<file path="src/rtl/uart_pkg.sv">
// Shared UART definitions: parity modes, transmitter state encoding and board defaults.
package uart_pkg;

  localparam int PARITY_NONE = 0;
  localparam int PARITY_ODD  = 1;
  localparam int PARITY_EVEN = 2;

  // 12 MHz board clock divided down to 115200 baud
  localparam int DEFAULT_CLKS_PER_BIT = 104;

  localparam int MAX_DATA_BITS = 9;

  typedef enum logic [2:0] {
    TX_IDLE   = 3'd0,
    TX_START  = 3'd1,
    TX_DATA   = 3'd2,
    TX_PARITY = 3'd3,
    TX_STOP   = 3'd4
  } tx_state_t;

  // Zero padding to MAX_DATA_BITS leaves the XOR reduction unchanged.
  function automatic logic parity_of(input logic [MAX_DATA_BITS-1:0] word, input int mode);
    return (mode == PARITY_ODD) ? ~^word : ^word;
  endfunction

endpackage

</file>
<file path="src/rtl/uart_tx_param_if.sv">
// Ready/valid word handshake between a producer and the UART transmitter.
interface uart_tx_param_if #(
  parameter int DATA_BITS = 8
);

  logic                 i_valid;
  logic [DATA_BITS-1:0] i_data;
  logic                 o_ready;

  modport master (
    output i_valid,
    output i_data,
    input  o_ready
  );

  modport slave (
    input  i_valid,
    input  i_data,
    output o_ready
  );

endinterface

</file>
<file path="src/rtl/uart_baud_tick.sv">
// Baud-rate divider: one-cycle tick every CLKS_PER_BIT clocks, restartable via clear.
module uart_baud_tick #(
  parameter int CLKS_PER_BIT = 104
) (
  input  logic clk,
  input  logic rst_n,
  input  logic clear,
  output logic tick
);

  localparam int CNT_W = (CLKS_PER_BIT > 1) ? $clog2(CLKS_PER_BIT) : 1;

  logic [CNT_W-1:0] count;

  // clear restarts the bit period so that frame timing lines up with the handshake
  always_ff @(posedge clk) begin
    if (!rst_n || clear) begin
      count <= '0;
    end else if (count == CNT_W'(CLKS_PER_BIT - 1)) begin
      count <= '0;
    end else begin
      count <= count + CNT_W'(1);
    end
  end

  assign tick = (count == CNT_W'(CLKS_PER_BIT - 1));

endmodule

</file>
<file path="src/rtl/uart_tx_param.sv">
// Parametrised UART transmitter: ready/valid word in, LSB-first framed serial line out.
// Line, busy and done are registered and follow the FSM state by one clock.
module uart_tx_param
  import uart_pkg::*;
#(
  parameter int CLKS_PER_BIT = DEFAULT_CLKS_PER_BIT,
  parameter int DATA_BITS    = 8,
  parameter int PARITY       = PARITY_NONE,
  parameter int STOP_BITS    = 1
) (
  input  logic           i_clk,
  input  logic           i_rst_n,
  uart_tx_param_if.slave tx_if,
  output logic           o_tx,
  output logic           o_busy,
  output logic           o_done
);

  localparam int BIT_W = $clog2(DATA_BITS + 1);

  if (CLKS_PER_BIT < 2) begin : g_bad_clks_per_bit
    $error("uart_tx_param: CLKS_PER_BIT must be at least 2");
  end
  if (DATA_BITS < 5 || DATA_BITS > MAX_DATA_BITS) begin : g_bad_data_bits
    $error("uart_tx_param: DATA_BITS must be in 5..9");
  end
  if (PARITY < PARITY_NONE || PARITY > PARITY_EVEN) begin : g_bad_parity
    $error("uart_tx_param: PARITY must be 0, 1 or 2");
  end
  if (STOP_BITS != 1 && STOP_BITS != 2) begin : g_bad_stop_bits
    $error("uart_tx_param: STOP_BITS must be 1 or 2");
  end

  tx_state_t            state;
  tx_state_t            next_state;
  logic                 handshake;
  logic                 tick;
  logic                 last_bit;
  logic                 last_stop;
  logic                 line_level;
  logic                 par_bit;
  logic [DATA_BITS-1:0] shift;
  logic [BIT_W-1:0]     bit_cnt;

  assign tx_if.o_ready = (state == TX_IDLE) && i_rst_n;
  assign handshake     = tx_if.i_valid && tx_if.o_ready;

  uart_baud_tick #(
    .CLKS_PER_BIT(CLKS_PER_BIT)
  ) u_baud_tick (
    .clk  (i_clk),
    .rst_n(i_rst_n),
    .clear(handshake),
    .tick (tick)
  );

  always_ff @(posedge i_clk) begin
    if (!i_rst_n) begin
      state <= TX_IDLE;
    end else begin
      state <= next_state;
    end
  end

  always_comb begin
    next_state = state;
    line_level = 1'b1;
    last_bit   = (bit_cnt == BIT_W'(DATA_BITS - 1));
    last_stop  = (bit_cnt == BIT_W'(STOP_BITS - 1));
    unique case (state)
      TX_IDLE: begin
        if (handshake) begin
          next_state = TX_START;
        end
      end
      TX_START: begin
        line_level = 1'b0;
        if (tick) begin
          next_state = TX_DATA;
        end
      end
      TX_DATA: begin
        line_level = shift[0];
        if (tick && last_bit) begin
          next_state = (PARITY != PARITY_NONE) ? TX_PARITY : TX_STOP;
        end
      end
      TX_PARITY: begin
        line_level = par_bit;
        if (tick) begin
          next_state = TX_STOP;
        end
      end
      TX_STOP: begin
        if (tick && last_stop) begin
          next_state = TX_IDLE;
        end
      end
      default: begin
        next_state = TX_IDLE;
      end
    endcase
  end

  // bit_cnt is shared: data bits in DATA, then stop bits in STOP
  always_ff @(posedge i_clk) begin
    if (!i_rst_n) begin
      shift   <= '0;
      bit_cnt <= '0;
      par_bit <= 1'b0;
      o_tx    <= 1'b1;
      o_busy  <= 1'b0;
      o_done  <= 1'b0;
    end else begin
      o_tx   <= line_level;
      o_busy <= (state != TX_IDLE);
      o_done <= (state == TX_STOP) && tick && last_stop;
      if (handshake) begin
        shift   <= tx_if.i_data;
        par_bit <= parity_of(MAX_DATA_BITS'(tx_if.i_data), PARITY);
        bit_cnt <= '0;
      end else if (tick) begin
        case (state)
          TX_DATA: begin
            shift   <= shift >> 1;
            bit_cnt <= last_bit ? '0 : bit_cnt + BIT_W'(1);
          end
          TX_STOP: begin
            bit_cnt <= last_stop ? '0 : bit_cnt + BIT_W'(1);
          end
          default: begin
          end
        endcase
      end
    end
  end

endmodule

</file>
<file path="src/flat_wrapper.sv">
// flat-port wrapper written by rule: the top's interface ports become plain ports
module uart_tx_param_flat import uart_pkg::*;
#(
  parameter int CLKS_PER_BIT = DEFAULT_CLKS_PER_BIT,
  parameter int DATA_BITS    = 8,
  parameter int PARITY       = PARITY_NONE,
  parameter int STOP_BITS    = 1
)
  (i_clk, i_rst_n, o_tx, o_busy, o_done, tx_if_i_valid, tx_if_i_data, tx_if_o_ready);
  uart_tx_param_if #(.DATA_BITS(DATA_BITS)) tx_if_i ();
  input  logic i_clk;
  input  logic i_rst_n;
  output logic o_tx;
  output logic o_busy;
  output logic o_done;
  input wire logic [$bits(tx_if_i.i_valid)-1:0] tx_if_i_valid;
  input wire logic [$bits(tx_if_i.i_data)-1:0] tx_if_i_data;
  output wire logic [$bits(tx_if_i.o_ready)-1:0] tx_if_o_ready;
  assign tx_if_i.i_valid = tx_if_i_valid;
  assign tx_if_i.i_data = tx_if_i_data;
  assign tx_if_o_ready = tx_if_i.o_ready;
  uart_tx_param #(.CLKS_PER_BIT(CLKS_PER_BIT), .DATA_BITS(DATA_BITS), .PARITY(PARITY), .STOP_BITS(STOP_BITS)) u_core (.i_clk(i_clk), .i_rst_n(i_rst_n), .tx_if(tx_if_i), .o_tx(o_tx), .o_busy(o_busy), .o_done(o_done));
endmodule
</file>
<file path="config.mk">
export PLATFORM = sky130hd
export DESIGN_NAME = uart_tx_param_flat
export DESIGN_NICKNAME = d
export VERILOG_FILES = /design/src/rtl/uart_pkg.sv /design/src/rtl/uart_tx_param_if.sv /design/src/rtl/uart_baud_tick.sv /design/src/rtl/uart_tx_param.sv /design/src/flat_wrapper.sv
export SDC_FILE = /design/constraint.sdc
export NUM_CORES = 1
export LEC_CHECK = 0
export ABC_CLOCK_PERIOD_IN_PS = 2700
export CORE_MARGIN = 2
export CORE_UTILIZATION = 54
export DETAILED_ROUTE_END_ITERATION = 10
export DONT_BUFFER_PORTS = 1
export GPL_TIMING_DRIVEN = 0
export HOLD_SLACK_MARGIN = 0.03
export PLACE_DENSITY_LB_ADDON = 0.12
export SLEW_MARGIN = 0
export SYNTH_ARGS = -nofsm -noshare
export SYNTH_HDL_FRONTEND = slang
export SYNTH_HIERARCHICAL = 1
export SYNTH_SLANG_ARGS = --single-unit
</file>
<file path="constraint.sdc">
create_clock -name i_clk -period 2.7 [get_ports i_clk]
set_clock_uncertainty 0.2 [all_clocks]
set_input_delay 0.27 -clock i_clk [delete_from_list [all_inputs] [get_ports i_clk]]
set_output_delay 0.27 -clock i_clk [all_outputs]
set_load 0.01 [all_outputs]
</file>
==> impl_metrics.tcl <==
set metrics [dict create \
    status "finished, final reports clean" \
    fin_crit_sh_pct 93.3 \
    cts_inserted_buffers 3 \
    nets 176 \
    die_height_um 53.1 \
    drc 0 \
    final.setup.worst_slack_ns 0.182 \
    synth.distinct_cells 43 \
    rsz0062_at_grt "no" \
    wire_per_inst_um 13.7 \
    cp.arrival_ns 2.60 \
    fmax_ghz 0.397 \
    drive_gt1_share_pct 10.6 \
    min_path_type "in -> reg" \
    grt_antenna_before_repair 0 \
    grt_pass1_wl_um 4190 \
    synth_xor_area_share_pct 7.39 \
    grt_pass1_vias 976 \
    clk_latency_ns 0.32 \
    coreArea_mm2 0.00225 \
    p_per_area_mw_per_mm2 461 \
    grt_max_degree 15 \
    path_class "reg -> reg" \
    drv_cap 0 \
    synth.avg_cell_area_um2 9.05 \
    clk_pin_slew_ns 0.14 \
    netlist_area_mm2 0.00130 \
    place_inst 172 \
    num_vias 1036 \
    maxSlewViolCount 0 \
    setup_viol 0 \
    syn_to_final_growth_pct 14.9 \
    ant_nets 0 \
    slew_headroom_pct 71.5 \
    num_io_pins 15 \
    tns_ns 0 \
    cp-start-kind "register" \
    yosysSeqAreaShare_pct 39.9 \
    clk_root_buffer_cell "clkbuf_4" \
    synth_nets 159 \
    first_iter_violations 20 \
    syn_inst 144 \
    die_w_um 53.1 \
    die_area_mm2 0.00282 \
    synth_fa_ha_area_share_pct 3.84 \
    fin_hold_ws_ns 0.119 \
    finalCriticalPeriod_ns 2.52 \
    synth-compound-area-share_pct 16.0 \
    clock-sinks 26 \
    gp_congestion 0.735 \
    utilization_pct 66.4 \
    dp_hpwl_um 1780 \
    drt-vias-per-instance 5.51 \
    post-place-ws_ns 0.575 \
    cts_setup_buffers 0 \
    crit_fanout 9 \
    rows 17 \
    synth_seq_cells 26 \
    cts_max_level 1 \
    dr.pass1.iters 4 \
    overflow 0 \
    n_antenna_cell 0 \
    drt_wl_total_um 2580 \
    track_usage_pct 21.1 \
    stdcell_area_mm2 0.00150 \
    synthMuxAreaShare_pct 2.30 \
    vdd_drop_max_mv 0.466 \
    io_buffers 0 \
    leakage_nw 0.569 \
    fin_cells 188 \
    synth-simple-area-share_pct 26.7 \
    clockBufferDepth 2 \
    cts_tree "built" \
    placed_cell_area_mm2 0.00134 \
    required_ns 2.78 \
    start_util_pct 57.8 \
    end_kind "register" \
    finalHoldViolCount 0 \
    synth_top_family_by_area "simple AND/OR/NAND/NOR gates" \
    power.total_mw 0.691 \
    yosysWarnings 6 \
    tightest_slew_ns 0.425 \
    r2r_setup_slack_ns 0.18 \
]
==> cells in the mapped netlist <==
cell / instances / share of area, %
inv_1: 5 / 1.4
and3_1: 2 / 0.96
nand3_2: 1 / 0.77
inv_2: 1 / 0.29
and3b_1: 1 / 0.67
buf_1: 1 / 0.29
nand2_2: 1 / 0.48
buf_4: 1 / 0.58
nor4b_4: 1 / 1.8
o211a_1: 1 / 0.77
a22oi_1: 6 / 3.5
a31oi_1: 1 / 0.48
nor3_1: 1 / 0.38
nor2b_1: 4 / 1.9
nor3b_1: 2 / 1.2
a21boi_0: 6 / 3.5
mux2i_1: 3 / 2.3
o211ai_1: 1 / 0.58
a21oi_2: 2 / 1.3
nand2_1: 19 / 5.5
nand3b_1: 1 / 0.58
o22ai_1: 1 / 0.48
nor2_1: 8 / 2.3
buf_2: 1 / 0.38
nand2b_1: 2 / 0.96
a21boi_1: 1 / 0.58
and2_1: 2 / 0.96
xor2_1: 4 / 2.7
and4bb_2: 1 / 0.96
or3_1: 3 / 1.4
or2_2: 1 / 0.48
nor3b_4: 1 / 1.4
ha_1: 4 / 3.8
o21ai_0: 3 / 1.2
dfxtp_1: 26 / 40
a21oi_1: 7 / 2.7
nand3_1: 6 / 2.3
o21ai_1: 1 / 0.38
nor4bb_1: 1 / 0.77
xnor2_1: 7 / 4.7
nand4bb_1: 1 / 0.86
buf_6: 1 / 0.86
a211o_1: 1 / 0.67
==> cells in the final DEF (no fill, tap or decap), types with 3 or more instances in the layout <==
cell / n
inv_1: 5
mux2i_1: 3
a22oi_1: 6
ha_1: 4
a21oi_1: 7
xnor2_1: 7
nand3_1: 6
nor2b_1: 4
dlygate4sd3_1: 12
a21boi_0: 6
nor2_1: 7
nand2_1: 19
o21ai_0: 3
dfxtp_1: 26
clkbuf_4: 3
xor2_1: 4
or3_1: 3
==> cell families (layout without fill, tap and decap cells) <==
family | after synthesis | after routing
simple gates | 59 | 59
compound gates | 31 | 31
flops | 26 | 26
xor+xnor | 11 | 11
buf+inv | 10 | 26
fa+ha+maj | 4 | 4
mux | 3 | 3
==> critical path, cell delays in order, from the launching register on <==
cell	delay, ns
dfxtp_1	0.38
ha_1	0.24
nand2_1	0.10
nor2_2	0.08
and4bb_2	0.23
buf_6	0.14
a21oi_2	0.25
nand2_1	0.10
a21boi_0	0.18
dlygate4sd3_1	0.56
==> state kept, by name (all words and copies together), names as in the netlist <==
register,count
u_core/bit_cnt,4
u_core/shift,8
u_core/o_done,1
u_core/o_busy,1
u_core/par_bit,1
u_core/u_baud_tick/count,7
u_core/state,3
u_core/o_tx,1
==> path summary, 6_finish.rpt <==
check | start | to | depth (start not counted)
setup / recovery | u_core/u_baud_tick/count[0] | u_core/shift[1] | 9
hold / removal | i_rst_n | u_core/shift[0] | 2
setup reg to reg | u_core/u_baud_tick/count[0] | u_core/shift[1] | 9
hold reg to reg | u_core/shift[4] | u_core/shift[4] | 2
==> metal layers <==
layer / wire, µm / GRT usage (%)
met2: 1320 / 35.4
met3: 84 / 4.80
met1: 1160 / 25.6
met4: 16 / 8.97
met5: 0 / 0
==> what timing repair did <==
| item | CTS | global route |
|---|---|---|
| gates resized for setup | 0 | 1 |
| setup endpoints to repair | 0 | 1 |
| hold buffers | 12 | 0 |
| endpoints found under the hold margin | 17 | 0 |
==> layout make-up <==
cell class	instances	area, µm²
Fill cell	192	757
Multi-Input combinational cell	108	736
Sequential cell	26	520
Timing Repair Buffer	12	120
Clock buffer	4	36.3
Tap cell	28	35.0
Buffer	4	27.5
Inverter	6	22.5
==> report_power, final <==
part           leakage [nW]  internal (mW)  total, mW  switching, mW
Combinational         0.336         0.0425     0.0831         0.0405
Clock                0.0210         0.0825      0.198          0.115
Sequential            0.212          0.399      0.410         0.0110
(Power assumes the default switching activity.)
